### src/rtl/squares_vga_pkg.sv
// Shared timing defaults, register-port field codes and the square attribute
// record used by the squares VGA renderer.
package squares_vga_pkg;

  localparam int H_ACTIVE_DEF = 640;
  localparam int H_FP_DEF     = 16;
  localparam int H_SYNC_DEF   = 96;
  localparam int H_BP_DEF     = 48;
  localparam int V_ACTIVE_DEF = 480;
  localparam int V_FP_DEF     = 10;
  localparam int V_SYNC_DEF   = 2;
  localparam int V_BP_DEF     = 33;

  // Storage width for coordinates; COORD_W (<= 16) selects how much is written.
  localparam int COORD_MAX_W = 16;

  typedef enum logic [1:0] {
    FLD_X     = 2'd0,
    FLD_Y     = 2'd1,
    FLD_SIZE  = 2'd2,
    FLD_COLOR = 2'd3
  } field_e;

  typedef struct packed {
    logic [COORD_MAX_W-1:0] x;
    logic [COORD_MAX_W-1:0] y;
    logic [COORD_MAX_W-1:0] size;
    logic [23:0]            color;
  } square_t;

  function automatic int max_int(input int a, input int b);
    return (a > b) ? a : b;
  endfunction

endpackage

### src/rtl/squares_vga_timing.sv
// Pixel-clock divider, raster counters, raw sync/active flags and the
// once-per-frame commit strobe at the start of the first blanking line.
module squares_vga_timing #(
  parameter int H_ACTIVE = 640,
  parameter int H_FP     = 16,
  parameter int H_SYNC   = 96,
  parameter int H_BP     = 48,
  parameter int V_ACTIVE = 480,
  parameter int V_FP     = 10,
  parameter int V_SYNC   = 2,
  parameter int V_BP     = 33,
  parameter int CLK_DIV  = 2,
  parameter int H_W      = 10,
  parameter int V_W      = 10
) (
  input  logic           clk,
  input  logic           rst_n,
  output logic           tick,
  output logic           pix_clk,
  output logic [H_W-1:0] h,
  output logic [V_W-1:0] v,
  output logic           hs,
  output logic           vs,
  output logic           active,
  output logic           commit
);

  localparam int H_TOTAL = H_ACTIVE + H_FP + H_SYNC + H_BP;
  localparam int V_TOTAL = V_ACTIVE + V_FP + V_SYNC + V_BP;
  localparam int DIV_W   = $clog2(CLK_DIV);

  logic [DIV_W-1:0] div;

  assign tick    = (div == DIV_W'(CLK_DIV - 1));
  assign pix_clk = (32'(div) >= CLK_DIV / 2);

  always_ff @(posedge clk or negedge rst_n) begin
    if (!rst_n) begin
      div <= '0;
      h   <= '0;
      v   <= '0;
    end else begin
      if (tick) begin
        div <= '0;
        if (32'(h) == H_TOTAL - 1) begin
          h <= '0;
          if (32'(v) == V_TOTAL - 1) v <= '0;
          else                       v <= v + V_W'(1);
        end else begin
          h <= h + H_W'(1);
        end
      end else begin
        div <= div + DIV_W'(1);
      end
    end
  end

  assign hs     = !((32'(h) >= H_ACTIVE + H_FP) && (32'(h) < H_ACTIVE + H_FP + H_SYNC));
  assign vs     = !((32'(v) >= V_ACTIVE + V_FP) && (32'(v) < V_ACTIVE + V_FP + V_SYNC));
  assign active = (32'(h) < H_ACTIVE) && (32'(v) < V_ACTIVE);
  // Commit on the first tick of line V_ACTIVE: the whole visible frame is done.
  assign commit = tick && (h == '0) && (32'(v) == V_ACTIVE);

endmodule

### src/rtl/squares_vga_renderer.sv
// Draws up to N_SQ prioritised solid squares over a background colour and
// drives the VGA DAC pins; square attributes are double-buffered per frame.
module squares_vga_renderer
  import squares_vga_pkg::*;
#(
  parameter int          H_ACTIVE = H_ACTIVE_DEF,
  parameter int          H_FP     = H_FP_DEF,
  parameter int          H_SYNC   = H_SYNC_DEF,
  parameter int          H_BP     = H_BP_DEF,
  parameter int          V_ACTIVE = V_ACTIVE_DEF,
  parameter int          V_FP     = V_FP_DEF,
  parameter int          V_SYNC   = V_SYNC_DEF,
  parameter int          V_BP     = V_BP_DEF,
  parameter int          CLK_DIV  = 2,
  parameter int          N_SQ     = 4,
  parameter int          COORD_W  = 10,
  parameter logic [23:0] BG_COLOR = 24'h000000
) (
  input  logic        clk_clk,
  input  logic        reset_reset_n,
  input  logic        wr_en,
  input  logic [3:0]  wr_sq,
  input  logic [1:0]  wr_field,
  input  logic [23:0] wr_data,
  output logic        frame_commit,
  output logic        vga_CLK,
  output logic        vga_HS,
  output logic        vga_VS,
  output logic        vga_BLANK,
  output logic        vga_SYNC,
  output logic [7:0]  vga_R,
  output logic [7:0]  vga_G,
  output logic [7:0]  vga_B
);

  localparam int H_TOTAL = H_ACTIVE + H_FP + H_SYNC + H_BP;
  localparam int V_TOTAL = V_ACTIVE + V_FP + V_SYNC + V_BP;
  localparam int H_W     = $clog2(H_TOTAL);
  localparam int V_W     = $clog2(V_TOTAL);
  // Wide enough that x+size never wraps and the raster position never truncates.
  localparam int CMP_W   = max_int(COORD_MAX_W + 1, max_int(H_W, V_W));

  logic           tick, pix_clk, hs_raw, vs_raw, act_raw, commit;
  logic [H_W-1:0] h;
  logic [V_W-1:0] v;

  squares_vga_timing #(
    .H_ACTIVE(H_ACTIVE), .H_FP(H_FP), .H_SYNC(H_SYNC), .H_BP(H_BP),
    .V_ACTIVE(V_ACTIVE), .V_FP(V_FP), .V_SYNC(V_SYNC), .V_BP(V_BP),
    .CLK_DIV(CLK_DIV), .H_W(H_W), .V_W(V_W)
  ) u_timing (
    .clk    (clk_clk),
    .rst_n  (reset_reset_n),
    .tick   (tick),
    .pix_clk(pix_clk),
    .h      (h),
    .v      (v),
    .hs     (hs_raw),
    .vs     (vs_raw),
    .active (act_raw),
    .commit (commit)
  );

  square_t shadow_sq [N_SQ];
  square_t active_sq [N_SQ];

  // Write port has no back-pressure: every cycle with wr_en high is accepted,
  // landing in shadow only; a write in the commit cycle misses that commit.
  always_ff @(posedge clk_clk or negedge reset_reset_n) begin
    if (!reset_reset_n) begin
      for (int i = 0; i < N_SQ; i++) begin
        shadow_sq[i] <= '0;
        active_sq[i] <= '0;
      end
    end else begin
      for (int i = 0; i < N_SQ; i++) begin
        if (commit) active_sq[i] <= shadow_sq[i];
        if (wr_en && (wr_sq == 4'(i))) begin
          case (field_e'(wr_field))
            FLD_X:     shadow_sq[i].x     <= COORD_MAX_W'(wr_data[COORD_W-1:0]);
            FLD_Y:     shadow_sq[i].y     <= COORD_MAX_W'(wr_data[COORD_W-1:0]);
            FLD_SIZE:  shadow_sq[i].size  <= COORD_MAX_W'(wr_data[COORD_W-1:0]);
            FLD_COLOR: shadow_sq[i].color <= wr_data;
            default:   ;
          endcase
        end
      end
    end
  end

  logic [CMP_W-1:0] h_ext, v_ext;
  logic [N_SQ-1:0]  hit;

  assign h_ext = CMP_W'(h);
  assign v_ext = CMP_W'(v);

  always_comb begin
    hit = '0;
    for (int i = 0; i < N_SQ; i++) begin
      hit[i] = (active_sq[i].size != '0)
            && (h_ext >= CMP_W'(active_sq[i].x))
            && (h_ext <  CMP_W'(active_sq[i].x) + CMP_W'(active_sq[i].size))
            && (v_ext >= CMP_W'(active_sq[i].y))
            && (v_ext <  CMP_W'(active_sq[i].y) + CMP_W'(active_sq[i].size));
    end
  end

  logic [N_SQ-1:0] hit_q;
  logic            hs_q, vs_q, act_q;
  logic [23:0]     pix_color;

  always_ff @(posedge clk_clk or negedge reset_reset_n) begin
    if (!reset_reset_n) begin
      hit_q <= '0;
      hs_q  <= 1'b1;
      vs_q  <= 1'b1;
      act_q <= 1'b0;
    end else if (tick) begin
      hit_q <= hit;
      hs_q  <= hs_raw;
      vs_q  <= vs_raw;
      act_q <= act_raw;
    end
  end

  // Scan from the top index down so the lowest-index hit is written last.
  always_comb begin
    pix_color = BG_COLOR;
    for (int i = N_SQ - 1; i >= 0; i--) begin
      if (hit_q[i]) pix_color = active_sq[i].color;
    end
    if (!act_q) pix_color = '0;
  end

  always_ff @(posedge clk_clk or negedge reset_reset_n) begin
    if (!reset_reset_n) begin
      vga_HS    <= 1'b1;
      vga_VS    <= 1'b1;
      vga_BLANK <= 1'b0;
      vga_R     <= '0;
      vga_G     <= '0;
      vga_B     <= '0;
    end else if (tick) begin
      vga_HS    <= hs_q;
      vga_VS    <= vs_q;
      vga_BLANK <= act_q;
      vga_R     <= pix_color[23:16];
      vga_G     <= pix_color[15:8];
      vga_B     <= pix_color[7:0];
    end
  end

  assign vga_CLK      = pix_clk;
  assign vga_SYNC     = 1'b0;
  assign frame_commit = commit;

endmodule

### config.mk
export PLATFORM = sky130hd
export DESIGN_NAME = squares_vga_renderer
export DESIGN_NICKNAME = d
export VERILOG_FILES = /design/src/rtl/squares_vga_pkg.sv /design/src/rtl/squares_vga_timing.sv /design/src/rtl/squares_vga_renderer.sv
export SDC_FILE = /design/constraint.sdc
export NUM_CORES = 1
export LEC_CHECK = 0
export CORE_MARGIN = 3
export CORE_UTILIZATION = 50
export DETAILED_ROUTE_END_ITERATION = 10
export PLACE_DENSITY = 0.69
export SYNTH_ARGS = -nofsm -noshare
export SYNTH_HDL_FRONTEND = slang
export SYNTH_HIERARCHICAL = 1
export SYNTH_SLANG_ARGS = --single-unit
### constraint.sdc
create_clock -name clk_clk -period 3.23 [get_ports clk_clk]
set_clock_uncertainty 0.05 [all_clocks]
set_input_delay 0.4845 -clock clk_clk [delete_from_list [all_inputs] [get_ports clk_clk]]
set_output_delay 0.4845 -clock clk_clk [all_outputs]
set_load 0.01 [all_outputs]
# Word level (Yosys, flattened, before mapping)
# Cells that the tools add are included.
# op_classes
n_addsub,11
magnitude_cmp,23
eq_ne,9
n_mux,8
reduce_logical,51
# ops
op,count
2-to-1 mux 24 bit,5
adder 10 x 10 -> 11 bit,8
less-than comparator 10 x 11 -> 1 bit,8
>= comparator 10 bit,8
nonzero test 16 bit,4
AND reduction 2 bit,17
logical AND 1 bit,25
"adder 10 x 1 -> 10 bit, second input constant",2
"== test 10 bit, second input constant",2
"less-than comparator 10 bit, second input constant",2
"less-than comparator 10 x 9 -> 1 bit, second input constant",2
2-to-1 mux 10 bit,2
"== test 10 x 9 -> 1 bit, second input constant",1
">= comparator 10 bit, second input constant",1
">= comparator 10 x 9 -> 1 bit, second input constant",1
logical NOT 10 bit,1
"== test 4 x 2 -> 1 bit, second input constant",2
"== test 2 bit, second input constant",2
"== test 4 x 1 -> 1 bit, second input constant",1
logical NOT 4 bit,1
"== test 2 x 1 -> 1 bit, second input constant",1
logical NOT 1 bit,2
logical NOT 2 bit,1
"adder 1 bit, second input constant",1
other kinds (2),2
# word_totals
regBits,487
inputBits,33
wordCells,147

# Longest topological paths before layout
# logic_depth
word_depth,5
ltp_mapped,14
ltp_nobuf,14

# Modules after synthesis
# The synthesis kept the hierarchy.
# by_module_without_submodules
mod,n_inst,cells_per_inst,area_each_um2,seq_area_each_um2
squares_vga_renderer,1,2066,24451.0,11666.2
squares_vga_timing,1,122,1268.7,525.5

# Least setup slack after synthesis
# No wires, ideal clock.
# synth_path
path_type,flip-flop to flip-flop
from,register active_sq[240] (netlist bit)
to,register hit_q[0]
setup_ns,0.110
t_arrival_ns,2.918
t_required_ns,3.070
slack_ns,0.152
stages_incl_launch_ff,12
n_path_buf,0
cell_sequence,dfrtp_1 ha_1 fa_1 a211oi_1 o21bai_1 a21oi_1 o21ai_0 xnor2_1 ha_1 a2111oi_0 a221oi_1 o41ai_1
# synth_between
elab_chain_cells,5
# synth_rtl
item,line,source
"start, declared",squares_vga_renderer.sv:65,square_t active_sq [N_SQ];
"start signal, assigned by index",squares_vga_renderer.sv:77,if (commit) active_sq[i] <= shadow_sq[i];
adder 10 x 10 -> 11 bit / nonzero test 16 bit (equally long branches),"squares_vga_renderer.sv:102, squares_vga_renderer.sv:100",
less-than comparator 10 x 11 -> 1 bit / logical AND 1 bit (equally long branches),"squares_vga_renderer.sv:102, squares_vga_renderer.sv:101",
logical AND 1 bit,squares_vga_renderer.sv:102,&& (h_ext < CMP_W'(active_sq[i].x) + CMP_W'(active_sq[i].size))
logical AND 1 bit,squares_vga_renderer.sv:103,&& (v_ext >= CMP_W'(active_sq[i].y))
logical AND 1 bit *,squares_vga_renderer.sv:104,&& (v_ext < CMP_W'(active_sq[i].y) + CMP_W'(active_sq[i].size));
"end signal, assigned",squares_vga_renderer.sv:119,hit_q <= hit;
"end, declared",squares_vga_renderer.sv:108,logic [N_SQ-1:0] hit_q;
# Every way passes the cells marked *; elsewhere a longest branch is shown, timed or not.
# A chain may end at the register's enable or synchronous reset.

# Worst setup path in the final report
# layout_path
from,register active_sq[96] (netlist bit)
to,register hit_q[2]
# Same word-level chain as after synthesis.

==> flow_metrics.py <==
metrics = {
    "synthesis": {
        "synth_top_area_share_pct": 46.99,
        "synth_edf_count": 0,
        "synth_flop_cell": "dfrtp_1",
        "async_flop_share_pct": 100.0,
        "syn_inst": 2188,
        "syn_nets": 2466,
        "yosysUniqueCellTypes": 77,
        "yosysTopAreaCell": "dfrtp_1",
        "synthTopCellsByArea": "dfrtp_1 47%, mux2_2 16%, ha_1 12%",
        "yosys_warnings": 6,
        "syn_area_um2": 25720,
        "ys_ff_latch": 487,
        "ys_seq_area_share_pct": 47.40,
        "post_synth.cell_area_avg_um2": 11.75,
    },
    "placement": {
        "dpl.hpwl_um": 43890,
        "dpl-instance-area_um2": 27560,
        "io_buffers": 61,
        "gp_congestion": 0.9041,
    },
    "critical_path": {
        "worstPathRequired_ns": 3.68,
        "worstSetupStartpointType": "flip-flop",
        "critPathMaxFanout": 4,
        "end_kind": "flip-flop",
        "criticalPathCategory": "reg2reg",
        "cp.arrival_ns": 3.67,
    },
    "finish": {
        "fillers": 4087,
        "nNetsFinal": 2602,
        "mostFrequentLayoutCell": "dfrtp_1",
        "areaGrowthSynthToFinish_pct": 16.40,
        "postLayoutCellArea_um2": 29940,
        "layout-drive-gt1-share_pct": 28.17,
        "final_cell_mix": "478 x dfrtp_1, 364 x mux2_2, 227 x ha_1",
    },
    "hold_path": {
        "hp-class": "reg2reg",
    },
    "sta": {
        "hold_ws_ns": 0.3945,
        "finalCritPeriodShare_pct": 99.78,
        "slew_headroom_pct": 28.94,
        "hold_violations": 0,
        "tightest_slew_ns": 1.066,
        "setup_viol_count_final": 0,
        "rsz0062_at_grt": "true",
        "period_minus_slack_ns": 3.223,
        "final_max_slew_viol_count": 0,
        "fmax_ghz": 0.3103,
        "fin_tns_setup_ns": 0,
    },
    "global_route": {
        "grt_use_total_pct": 24.52,
        "grt_start_max_net_pins": 94,
        "grt_first_pass_wirelength_um": 104100,
        "grt_pass1_vias": 18573,
        "antenna_found_initial": 1,
        "overflow": 0,
    },
    "outcome": {
        "status": "finished, final reports clean",
    },
    "floorplan": {
        "core-area_um2": 50480,
        "dieWidth_um": 232.8,
        "rows": 82,
        "die_y_um": 232.8,
        "start_util_pct": 50.95,
        "ioPinCount": 63,
        "die_area_um2": 54200,
    },
    "drt": {
        "first_pass_iters": 7,
        "routed_via_density": 5.926,
        "ant_nets": 0,
        "vias": 18022,
        "wire_per_inst_um": 21.67,
        "drcViolationCount": 0,
        "routed_wl_um": 65890,
        "drt_iter0_drc": 1211,
    },
    "pwr": {
        "leakage_nw": 14.25,
        "power.density_nw_per_um2": 457.3,
        "ir_drop_uv": 436.5,
    },
    "job": {
        "cap_violations": 0,
    },
    "cts": {
        "root_buffer": "clkbuf_16",
        "clockBufferDepth": 3,
        "clk_pin_slew_ns": 0.06,
        "htree_levels": 2,
        "cts_tree": "done",
        "clock-sinks": 487,
        "numCtsBuffers": 52,
        "clock_latency_ns": 0.62,
    },
}
[synth_stat cells, types with 16 or more instances]
library cell / instances
xor2_1: 41
a221oi_1: 31
nand3_1: 30
nor3_1: 38
inv_1: 101
a21o_1: 29
mux2_2: 364
clkbuf_1: 51
a21oi_1: 93
ha_1: 237
o21ai_0: 132
o21a_1: 16
nor2_1: 60
o2bb2ai_1: 24
nand2_1: 142
nand2b_1: 20
xnor2_1: 28
dfrtp_1: 483
buf_2: 19
nor2b_1: 35
[logic make-up after synthesis]
kind of cell,share of synthesized area (%)
adders and majority gates,12.15
and+or+nand+nor,8.246
buffers and inverters,2.987
other,0.01458
DFF,47.40
AOI/OAI and AO/OA,10.69
xor gates and xnor gates,2.350
muxes,16.16
[timing repair]
action,in CTS,in global routing
resized for setup,12,64
endpoints found under the hold margin,82,0
pin swaps,1,46
setup endpoints to repair,4,5
setup buffers,0,21
hold buffers,1,0
[per-stage QoR]
step / power (mW) / utilization (%) / setup WS (ns) / std cells
5_1_grt: 14.16 / 59.31 / -0.1017 / 3041
3_3_place_gp: 7.326 / 54.59 / 0.08252 / 2920
2_1_floorplan: 7.030 / - / 0.1518 / 2188
4_1_cts: 13.82 / 58.42 / 0.003975 / 3019
3_5_place_dp: 7.384 / 54.59 / -0.1526 / 2920
6_report: 13.69 / 59.31 / 0.006975 / 3041
[power by group]
group,leakage (nW),switching (mW),internal (mW)
Combinational,6.72,0.307,0.326
Clock,0.919,2.62,3.81
Sequential,6.61,0.175,6.46
Total,14.2,3.10,10.6
[registers in the layout (all words and copies together) (netlist names)]
name	cells
active_sq	216
vga_HS	1
vga_BLANK	1
u_timing/v	10
hit_q	4
vga_R	8
vga_G	8
vga_VS	1
vs_q	1
vga_B	8
shadow_sq	216
act_q	1
u_timing/tick	1
u_timing/h	10
hs_q	1
[layer usage]
layer	GRT usage [%]	wire (um)
met1	34.22	30130
met2	39.89	31130
met3	3.930	2994
met4	6.563	1630
met5	0	0
[final timing paths]
check | from | to | slack (ns) | cells past startpoint
max reg2reg | active_sq[96]$_DFFE_PN0P_ | hit_q[2]$_DFFE_PN0P_ | 0.007 | 12
max | active_sq[96]$_DFFE_PN0P_ | hit_q[2]$_DFFE_PN0P_ | 0.007 | 12
max in group asynchronous | reset_reset_n | hit_q[0]$_DFFE_PN0P_ | 1.74 | 3
min reg2reg | u_timing/tick$_DFF_PN0_ | u_timing/tick$_DFF_PN0_ | 0.39 | 1
min in group asynchronous | reset_reset_n | shadow_sq[149]$_DFFE_PN0P_ | 0.45 | 2
min | u_timing/tick$_DFF_PN0_ | u_timing/tick$_DFF_PN0_ | 0.39 | 1
[area by class of cell]
class / instances / area, um^2 / share of cell area [%]
diodes: 1 / 2.502 / 0.008359
clock buffers: 64 / 1458 / 4.869
clock inverters: 34 / 429.2 / 1.434
inverters: 102 / 382.9 / 1.279
multi-input cells: 1517 / 13080 / 43.70
flip-flops and latches: 487 / 12200 / 40.74
well taps: 672 / 840.8 / 2.809
repair buffers: 164 / 1545 / 5.162
[critical path, cell delays in order (launching register included)]
cell and delay, ns:
dfrtp_1 0.43, ha_2 0.22, fa_1 0.41, a211oi_2 0.25, o21bai_1 0.14, a21oi_2 0.19
o21ai_0 0.14, xnor2_1 0.15, ha_1 0.32, buf_4 0.15, a2111oi_4 0.32, a221oi_2 0.12
o41ai_2 0.24
Power figures use the tool's default switching activity.
